File: config.mk
export PLATFORM = sky130hd
export DESIGN_NAME = axi4_line_fill_master
export DESIGN_NICKNAME = d
export VERILOG_FILES = /design/src/rtl/axi4_line_fill_master.sv
export SDC_FILE = /design/constraint.sdc
export NUM_CORES = 1
export LEC_CHECK = 0
export BUFFER_PORTS_ARGS = -buffer_cell sky130_fd_sc_hd__buf_2
export CORE_MARGIN = 3
export CORE_UTILIZATION = 44
export CTS_CLUSTER_SIZE = 25
export DETAILED_ROUTE_END_ITERATION = 16
export PLACE_DENSITY = 0.79
export SLEW_MARGIN = 20
export SYNTH_ARGS = -nofsm -noshare
export SYNTH_HDL_FRONTEND = slang
export SYNTH_SLANG_ARGS = --single-unit
File: constraint.sdc
create_clock -name clk -period 2 [get_ports clk]
set_clock_uncertainty 0.2 [all_clocks]
set_input_delay 0.2 -clock clk [delete_from_list [all_inputs] [get_ports clk]]
set_output_delay 0.2 -clock clk [all_outputs]
set_load 0.01 [all_outputs]
File: src/rtl/axi4_line_fill_master.sv
// rtl/axi4_line_fill_master.sv - AXI4 read master turning one refill request into one INCR burst
//
// Ports:
//   clk, rst_n                      clock, asynchronous active-low reset
//   req_valid/req_ready/req_addr    refill request (any byte address inside the line)
//   resp_valid/resp_ready           assembled line handshake
//   resp_line                       beat k in bits [k*DATA_W +: DATA_W]
//   resp_err                        SLVERR/DECERR, wrong rid or bad rlast seen during the burst
//   arid..arready                   AXI4 AR channel (master side)
//   rid..rready                     AXI4 R channel (master side)
module axi4_line_fill_master #(
    parameter int ADDR_W = 32,
    parameter int DATA_W = 32,
    parameter int ID_W   = 4,
    parameter int BEATS  = 4,
    parameter int ARID   = 0
) (
    input  logic                    clk,
    input  logic                    rst_n,
    input  logic                    req_valid,
    output logic                    req_ready,
    input  logic [ADDR_W-1:0]       req_addr,
    output logic                    resp_valid,
    input  logic                    resp_ready,
    output logic [BEATS*DATA_W-1:0] resp_line,
    output logic                    resp_err,
    output logic [ID_W-1:0]         arid,
    output logic [ADDR_W-1:0]       araddr,
    output logic [7:0]              arlen,
    output logic [2:0]              arsize,
    output logic [1:0]              arburst,
    output logic                    arvalid,
    input  logic                    arready,
    input  logic [ID_W-1:0]         rid,
    input  logic [DATA_W-1:0]       rdata,
    input  logic [1:0]              rresp,
    input  logic                    rlast,
    input  logic                    rvalid,
    output logic                    rready
);

    localparam int CW    = $clog2(BEATS) + 1;
    localparam int OFF_W = $clog2(BEATS * DATA_W / 8);

    localparam logic [1:0] S_IDLE = 2'd0;
    localparam logic [1:0] S_ADDR = 2'd1;
    localparam logic [1:0] S_DATA = 2'd2;
    localparam logic [1:0] S_RESP = 2'd3;

    logic [1:0]    state;
    logic [CW-1:0] cnt;
    logic          last_beat;
    logic          beat_err;

    assign req_ready = (state == S_IDLE);
    assign arid      = ID_W'(ARID);
    assign arlen     = 8'(BEATS - 1);
    assign arsize    = 3'($clog2(DATA_W / 8));
    assign arburst   = 2'b01;

    assign last_beat = (cnt == CW'(BEATS - 1));
    // rresp[1] set means SLVERR/DECERR; OKAY/EXOKAY pass.
    assign beat_err  = rresp[1] | (rid != ID_W'(ARID));

    always_ff @(posedge clk or negedge rst_n) begin
        if (!rst_n) begin
            state      <= S_IDLE;
            cnt        <= '0;
            araddr     <= '0;
            arvalid    <= 1'b0;
            rready     <= 1'b0;
            resp_valid <= 1'b0;
            resp_err   <= 1'b0;
            resp_line  <= '0;
        end else begin
            case (state)
                S_IDLE: begin
                    if (req_valid) begin
                        araddr    <= {req_addr[ADDR_W-1:OFF_W], {OFF_W{1'b0}}};
                        cnt       <= '0;
                        resp_err  <= 1'b0;
                        // Cleared here so slots skipped by an early rlast read as zero.
                        resp_line <= '0;
                        arvalid   <= 1'b1;
                        state     <= S_ADDR;
                    end
                end
                S_ADDR: begin
                    if (arready) begin
                        arvalid <= 1'b0;
                        rready  <= 1'b1;
                        state   <= S_DATA;
                    end
                end
                S_DATA: begin
                    if (rvalid && rready) begin
                        for (int k = 0; k < BEATS; k++) begin
                            if (cnt == CW'(k)) begin
                                resp_line[k*DATA_W +: DATA_W] <= rdata;
                            end
                        end
                        cnt <= cnt + 1'b1;
                        if (last_beat || rlast) begin
                            // Final beat must carry rlast; rlast before the final beat is always an error.
                            resp_err   <= resp_err | beat_err | (last_beat ? !rlast : 1'b1);
                            rready     <= 1'b0;
                            resp_valid <= 1'b1;
                            state      <= S_RESP;
                        end else begin
                            resp_err <= resp_err | beat_err;
                        end
                    end
                end
                S_RESP: begin
                    if (resp_ready) begin
                        resp_valid <= 1'b0;
                        state      <= S_IDLE;
                    end
                end
                default: state <= S_IDLE;
            endcase
        end
    end

    arvalid_hold: assert property (@(posedge clk) disable iff (!rst_n)
        (arvalid && !arready) |=> arvalid);

endmodule
==> impl_metrics.json, run 1 <==
{
  "grt_pass1_vias": 5454,
  "yosysSeqAreaShare_pct": 59.9,
  "setup_violations": 128,
  "synth_xor_area_share_pct": 0.127,
  "ant_nets": 0,
  "synth_compound_area_share_pct": 2.49,
  "leakage_uw": 0.00539,
  "synth_area_leaders": "dfrtp_1 60%, mux2_2 19%, mux2_1 6.7%",
  "cpLargestDelayFamily": "buffers and inverters",
  "synth.distinct_cells": 35,
  "routed-via-count": 4981,
  "synth-main-ff-cell": "dfrtp_1",
  "failed_checks": "negative setup slack",
  "die_h_um": 131,
  "final_core_util_pct": 67.5,
  "fin_crit_sh_pct": 107,
  "min_path_type": "input port to flip-flop",
  "crit_buf_inv": 4,
  "required_ps": 2100,
  "synthMuxAreaShare_pct": 26.0,
  "routed_wl_um": 19800,
  "grt_pass1_wl_um": 30600,
  "status": "finished with violations",
  "slowest_delay_ps": 380,
  "min_period_ps": 2130,
  "yosys_warnings": 0,
  "die_x_um": 131,
  "finalNetCount": 864,
  "dpl.cell_count": 904,
  "finalHoldViolCount": 0,
  "ir_drop_v": 0.000899,
  "numPortBuffers": 232,
  "syn-instance-count": 455,
  "antenna_found_initial": 0,
  "drt_first_pass_iters": 4,
  "viasPerCell": 4.98,
  "ctsHtreeMaxLevel": 4,
  "final_common_cell": "buf_2",
  "die_area_um2": 17200,
  "synth-simple-area-share_pct": 4.74,
  "synth_top_cell_by_area": "dfrtp_1",
  "fin_total_pwr_uw": 18600,
  "critPathKind": "flip-flop to flip-flop",
  "cts_sinks": 165,
  "slowest_stage": "dfrtp_1",
  "end_kind": "flip-flop",
  "dpl_worst_slack_ps": -175,
  "crit_fanout": 4,
  "maxCapViolCount": 0,
  "clock.fmax_mhz": 468,
  "synth_edf_count": 0,
  "path_cells": "inv_2 -> ha_4 -> mux2i_4 -> buf_12 -> a211oi_4 -> buf_6 -> clkbuf_16 -> mux2_4",
  "drc": 0,
  "netlist_area_um2": 6890,
  "synth_top_area_share_pct": 59.9,
  "gp_congestion": 0.774,
  "area_delta_synth_final_pct": 49.4,
  "cts_buffers": 17,
  "worstPathArrival_ps": 2240,
  "n_fill_cell": 1042,
  "hold_slack_ps": 18.3,
  "fin_cells": 1001,
  "synth-seq-cells": 165,
  "cts_root_buffer": "clkbuf_16",
  "cts_buffer_depth": 2,
  "yosys.area_share.adder_pct": 1.82,
  "r2r_setup_slack_ps": -130,
  "core-area_um2": 15300,
  "grt_max_degree": 45,
  "avgSynthCellArea_um2": 15.1,
  "synth-async-reset-ratio_pct": 100,
  "cts.reportedPaths.clkPinSlew_ps": 70,
  "clock_latency_ps": 420,
  "layout_setup_ws_ps": -135,
  "io_pins": 259,
  "layout-drive-gt1-share_pct": 60.8,
  "rsz0062_at_grt": "true",
  "avgRoutedWirePerCell_um": 19.8,
  "synth_top_family_by_area": "multiplexers",
  "n_antenna_cell": 0,
  "grt_use_total_pct": 22.5,
  "layout_common_cells": "231 x buf_2, 165 x dfrtp_1, 97 x mux2_4, 58 x mux2_2, 43 x dlygate4sd3_1",
  "drt_iter0_drc": 201,
  "drv_slew": 0,
  "power.density_nw_per_um2": 1810,
  "start_kind": "flip-flop",
  "cts_tree": "done",
  "initial_core_util_pct": 45.2,
  "grt_overflow_total": 0,
  "hpwlAfterDp_um": 12500,
  "core.rowCount": 45
}
timing repair:
action	4_1_cts	5_1_grt
hold buffers	43	0
pin swaps	3	4
hold endpoints to repair	211	0
buffers inserted	8	4
setup endpoints to repair	129	130
resized for setup	44	9
gates cloned	5	6
state kept, by name, indices dropped and copies added, names as in the netlist:
| signal | count |
|---|---|
| resp_valid | 1 |
| araddr | 28 |
| cnt | 3 |
| resp_line | 128 |
| rready | 1 |
| resp_err | 1 |
| state | 2 |
| arvalid | 1 |
tightest hold or removal path, delay by kind of cell:
kind | cells | cell delay, ps
buffers and inverters | 1 | 70
multiplexers | 1 | 160
AND/OR/NAND/NOR | 1 | 180
synth_stat cells, drive strengths merged (2+ instances only):
master and instances:
buf 34, a21boi 2, nand2 2, nor4 2, nand3 2, a21oi 6
clkbuf 6, nand2b 4, dfrtp 165, nor2b 3, o21ai 5, ha 10
inv 6, mux2 157, conb 2, and2 33, a211oi 3
kinds of logic after synthesis:
kind of cell,Yosys count
XOR/XNOR,1
adder cells (fa/ha/maj),10
AO/OA/AOI/OAI,20
flip-flops,165
other,2
multiplexers,158
buffers and inverters,46
AND/OR/NAND/NOR,53
through the flow:
stage                     cell area, µm²  setup TNS [ps]
after floorplan                     7210           -3600
after CTS                          10100          -10030
after global placement              8690           -9580
final                              10300           -9190
after global routing               10300          -15260
after detailed placement            8690          -15040
layout make-up:
cell class,instances,area [µm²],share of cell area [%]
Tap cell,211,264,2.57
Clock buffer,19,453,4.40
Multi-Input combinational cell,263,2910,28.3
Timing Repair Buffer,324,2340,22.8
Inverter,6,22.5,0.219
Clock inverter,13,169,1.64
Sequential cell,165,4130,40.1
power by group:
group          switching (µW)  internal, µW  leakage (µW)
registers                 832          4730       0.00215
logic                    4240          5380       0.00293
clock network            1400          2050      0.000305
routing by layer:
layer | share of wire [%] | vias up | GRT usage, %
li1 | - | 2184 | -
met1 | 40 | 2532 | 27.2
met2 | 49 | 234 | 37.5
met3 | 8.2 | 31 | 7.54
met4 | 2.2 | 0 | 8.63
met5 | 0 | - | 0
path summary, 6_finish.rpt:
check | startpoint | to | cells past startpoint
min in group asynchronous | rst_n | resp_line[29] | 2
min | rdata[16] | resp_line[48] | 3
min reg2reg | resp_line[121] | resp_line[121] | 1
max in group asynchronous | rst_n | resp_line[65] | 3
max reg2reg | state[1] | resp_line[38] | 8
max | state[1] | resp_line[38] | 8
No activity file was read; power rests on OpenSTA's default activity.
==> run 2, diff against run 1 <==
- RECOVER_POWER: default -> 50
==> impl_metrics.json, run 2 (synthesis gave the netlist of run 1 again) <==
{
  "r2r_end": "resp_line[38]",
  "layout_setup_ws_ps": -136,
  "viasPerCell": 4.95,
  "p_sw_share_pct": 34.8,
  "clockPowerShare_pct": 18.6,
  "grt_max_degree": 45,
  "drv_slew": 0,
  "reg.largest.list": "resp_line (128), araddr (28), cnt (3)",
  "cts_buffers": 17,
  "combPwrFrac_pct": 51.5,
  "cts.reportedPaths.clkPinSlew_ps": 70,
  "rsz0062_at_grt": "true",
  "ff2ff_path_depth": 8,
  "n_fill_cell": 1063,
  "cts_sinks": 165,
  "worstPathArrival_ps": 2240,
  "max_slew_margin_pct": 29.4,
  "grt_use_total_pct": 22.5,
  "grt_pass1_wl_um": 30600,
  "core.rowCount": 45,
  "seqPwrFrac_pct": 29.9,
  "cts_buffer_depth": 2,
  "critPathKind": "flip-flop to flip-flop",
  "cp-startpoint": "state[1]",
  "core-area_um2": 15300,
  "fin_area_um2": 10200,
  "die_x_um": 131,
  "setup_violations": 128,
  "min_period_ps": 2140,
  "clock.fmax_mhz": 468,
  "end_kind": "flip-flop",
  "leakage_uw": 0.00533,
  "grt_pass1_vias": 5454,
  "largest_reg_flops": 128,
  "io_pins": 259,
  "power.internal_uw": 12100,
  "final_common_cell": "buf_2",
  "clock_latency_ps": 420,
  "fin_total_pwr_uw": 18600,
  "crit_fanout": 4,
  "area_delta_synth_final_pct": 48.6,
  "gp_congestion": 0.774,
  "place_area_um2": 8690,
  "required_ps": 2100,
  "finalHoldViolCount": 0,
  "antenna_found_initial": 0,
  "drc": 0,
  "r2r_setup_slack_ps": -140,
  "n_antenna_cell": 0,
  "min_from": "rdata[16]",
  "numPortBuffers": 232,
  "die_area_um2": 17200,
  "switchingPower_uw": 6480,
  "fin_crit_sh_pct": 107,
  "routed_wl_um": 19800,
  "drt_first_pass_iters": 4,
  "routed-via-count": 4959,
  "ir_drop_v": 0.000898,
  "grt_overflow_total": 0,
  "ant_nets": 0,
  "cts_root_buffer": "clkbuf_16",
  "min_path_type": "input port to flip-flop",
  "r2r_start": "state[1]",
  "final_core_util_pct": 67.1,
  "hpwlAfterDp_um": 12500,
  "drt_iter0_drc": 191,
  "worstMarginPinSlew_ps": 1060,
  "die_h_um": 131,
  "top_register": "resp_line",
  "finalNetCount": 864,
  "maxCapViolCount": 0,
  "layout-drive-gt1-share_pct": 58.9,
  "failed_checks": "negative setup slack",
  "start_kind": "flip-flop",
  "cts_tree": "done",
  "ctsHtreeMaxLevel": 4,
  "power.density_nw_per_um2": 1820,
  "layout_common_cells": "216 x buf_2, 165 x dfrtp_1, 97 x mux2_4, 58 x mux2_2, 43 x dlygate4sd3_1",
  "avgRoutedWirePerCell_um": 19.8,
  "initial_core_util_pct": 45.2,
  "status": "finished with violations",
  "endpoint": "resp_line[38]"
}
[run 2: worst min path at each step]
stage / end / slack [ps] / depth (start not counted)
after floorplan: araddr[10] / -300 / 0
after global placement: resp_line[25] / -60 / 1
after detailed placement: resp_line[29] / -50 / 1
after CTS: resp_line[18] / 0.2 / 3
after global routing: resp_line[29] / 20 / 3
final: resp_line[48] / 20 / 3
[run 2: critical path: stages, from the launching register on]
cell and delay (ps):
dfrtp_1 380, inv_2 70, ha_4 170, mux2i_4 200, buf_12 140, a211oi_4 200, buf_6 200, clkbuf_16 170
mux2_4 290
[run 2: per-stage QoR]
stage	std cells	hold WS [ps]	setup WS [ps]	TNS [ps]
2_1_floorplan	474	-296	-72.9	-3600
3_3_place_gp	904	-55.8	-126	-9580
3_5_place_dp	904	-50.5	-175	-15040
4_1_cts	991	0.196	-133	-10030
5_1_grt	1001	22.4	-178	-15820
6_report	1001	17.8	-136	-9240
[run 2: layout make-up]
cell class                 count  area (µm²)  share of cell area (%)
clock inverter                13         169                    1.65
sequential                   165        4130                    40.3
multi-input combinational    263        2910                    28.5
tap                          211         264                    2.58
inverter                       6        22.5                   0.220
timing repair buffer         324        2290                    22.3
clock buffer                  19         453                    4.42
[run 2: routing by layer]
| layer | part of all wire, % | GRT usage [%] | vias to the layer above |
|---|---|---|---|
| met5 | 0 | 0 | - |
| met4 | 2.1 | 8.63 | 0 |
| met3 | 7.8 | 7.54 | 29 |
| met2 | 49 | 37.5 | 229 |
| met1 | 41 | 27.2 | 2514 |
| li1 | - | - | 2187 |
[run 2: power groups by stage]
stage | Combinational [µW] | Sequential (µW) | Clock (µW)
3_5_place_dp | 7840 | 5530 | 0
3_3_place_gp | 7590 | 5460 | 0
6_report | 9570 | 5570 | 3460
2_1_floorplan | 4300 | 6080 | 0
4_1_cts | 8960 | 5530 | 3490
5_1_grt | 10100 | 5730 | 3660
[run 2: repair_timing]
action	4_1_cts	5_1_grt
gates resized for setup	44	9
gates cloned	5	6
hold buffers	43	0
buffers inserted	8	4
setup endpoints to repair	129	130
endpoints found under the hold margin	211	0
pin swaps	3	4
==> run 3, diff against run 2 <==
- SETUP_SLACK_MARGIN: default -> 0.15
==> impl_metrics.json, run 3 (synthesis gave the netlist of run 1 again) <==
{
  "status": "finished with violations",
  "failed_checks": "negative setup slack",
  "maxCapViolCount": 0,
  "start_kind": "flip-flop",
  "avgRoutedWirePerCell_um": 19.7,
  "drv_slew": 0,
  "area_delta_synth_final_pct": 52.4,
  "n_fill_cell": 1007,
  "layout-drive-gt1-share_pct": 59.6,
  "required_ps": 2110,
  "dpl_worst_slack_ps": -178,
  "whs_endpoint": "resp_line[10]",
  "ant_nets": 0,
  "cts_sinks": 165,
  "crit_fanout": 6,
  "grt_pass1_vias": 5457,
  "reg.largest.list": "resp_line (128), araddr (28), cnt (3)",
  "core.rowCount": 45,
  "drt_iter0_drc": 197,
  "top_register": "resp_line",
  "final_core_util_pct": 68.8,
  "min_from": "rdata[10]",
  "gp_congestion": 0.789,
  "cpMostUsedCell": "buf_6",
  "rsz0062_at_grt": "true",
  "min_period_ps": 2180,
  "clock.fmax_mhz": 458,
  "layout_setup_ws_ps": -184,
  "ir_drop_v": 0.00104,
  "grt_pass1_wl_um": 30000,
  "clock_latency_ps": 420,
  "hold_path_depth": 3,
  "place_area_um2": 8640,
  "die_area_um2": 17200,
  "drc": 0,
  "hpwlAfterDp_um": 11500,
  "min_path_type": "input port to flip-flop",
  "final_common_cell": "buf_2",
  "n_antenna_cell": 0,
  "numPortBuffers": 232,
  "r2r_end": "resp_line[84]",
  "r2r_start": "state[0]",
  "die_h_um": 131,
  "viasPerCell": 5.01,
  "max_slew_margin_pct": 52.6,
  "routed_wl_um": 19900,
  "die_x_um": 131,
  "r2r_setup_slack_ps": -180,
  "layout_common_cells": "215 x buf_2, 164 x dfrtp_1, 100 x mux2_4, 55 x mux2_2, 47 x dlygate4sd3_1",
  "cts_root_buffer": "clkbuf_16",
  "drt_first_pass_iters": 6,
  "cts_buffer_depth": 2,
  "grt_overflow_total": 0,
  "end_kind": "flip-flop",
  "crit_buf_inv": 4,
  "setup_violations": 130,
  "finalNetCount": 875,
  "slowest_delay_ps": 390,
  "grt_max_degree": 75,
  "grt_use_total_pct": 22.0,
  "cts_tree": "done",
  "fin_area_um2": 10500,
  "routed-via-count": 5066,
  "io_pins": 259,
  "worstMarginPinSlew_ps": 711,
  "ctsHtreeMaxLevel": 4,
  "hold_slack_ps": 9.17,
  "finalHoldViolCount": 0,
  "antenna_found_initial": 0,
  "slowest_stage": "dfrtp_1",
  "power.density_nw_per_um2": 1840,
  "path_cells": "inv_2 -> ha_4 -> a21boi_4 -> buf_6 -> a211oi_4 -> buf_6 -> clkbuf_16 -> mux2_4",
  "fin_crit_sh_pct": 109,
  "largest_reg_flops": 128,
  "ff2ff_path_depth": 8,
  "initial_core_util_pct": 45.2,
  "core-area_um2": 15300,
  "worstPathArrival_ps": 2290,
  "leakage_uw": 0.00543,
  "cts.reportedPaths.clkPinSlew_ps": 70,
  "cts_buffers": 17,
  "critPathKind": "flip-flop to flip-flop",
  "cpLargestDelayFamily": "buffers and inverters"
}
[run 3: cell type report]
class	count	area, µm²	area share, %
multi-input combinational	263	2980	28.4
clock inverter	13	244	2.32
tap	211	264	2.51
timing repair buffer	335	2410	23.0
sequential	165	4130	39.3
inverter	6	22.5	0.214
clock buffer	19	443	4.22
[run 3: what timing repair did]
item / 4_1_cts / 5_1_grt
endpoints found under the setup margin: 131 / 165
buffers inserted: 18 / 5
cloned: 5 / 7
gates resized for setup: 51 / 19
pin swaps: 5 / 10
hold buffers: 47 / 0
endpoints found under the hold margin: 221 / 0
[run 3: stage by stage]
step / instances / setup TNS, ps / power, µW
final: 1012 / -16540 / 19400
after global routing: 1012 / -23130 / 20300
after CTS: 1000 / -13250 / 18500
after detailed placement: 898 / -12690 / 13300
after global placement: 898 / -9890 / 12900
after floorplan: 474 / -4560 / 10400
[run 3: worst reg2reg max path, delay by kind of cell, from the launching register on]
family / cells / cell delay (ps)
buffers and inverters: 4 / 570
muxes: 1 / 300
AOI/OAI and AO/OA: 2 / 420
adders and majority gates: 1 / 190
DFF: 1 / 390
[run 3: how the worst max path moves through the flow]
stage | cells past startpoint | start | end
2_1_floorplan | 7 | state[0] | resp_line[65]
3_3_place_gp | 7 | state[0] | resp_line[33]
3_5_place_dp | 7 | state[0] | resp_line[33]
4_1_cts | 8 | state[0] | resp_line[33]
5_1_grt | 8 | state[0] | resp_line[84]
6_report | 8 | state[0] | resp_line[84]
[run 3: where the power goes]
group	leakage [µW]	total (µW)	switching, µW	internal [µW]
clock	0.000328	3790	1390	2400
combinational	0.00295	9980	4390	5590
sequential	0.00215	5590	856	4730
total	0.00543	19400	6630	12700
[run 3: per-layer routing]
layer,global-route usage (%),part of all wire [%]
met3,4.44,4.8
met1,26.1,40
met5,0,0
met4,9.28,2.7
met2,39.0,53
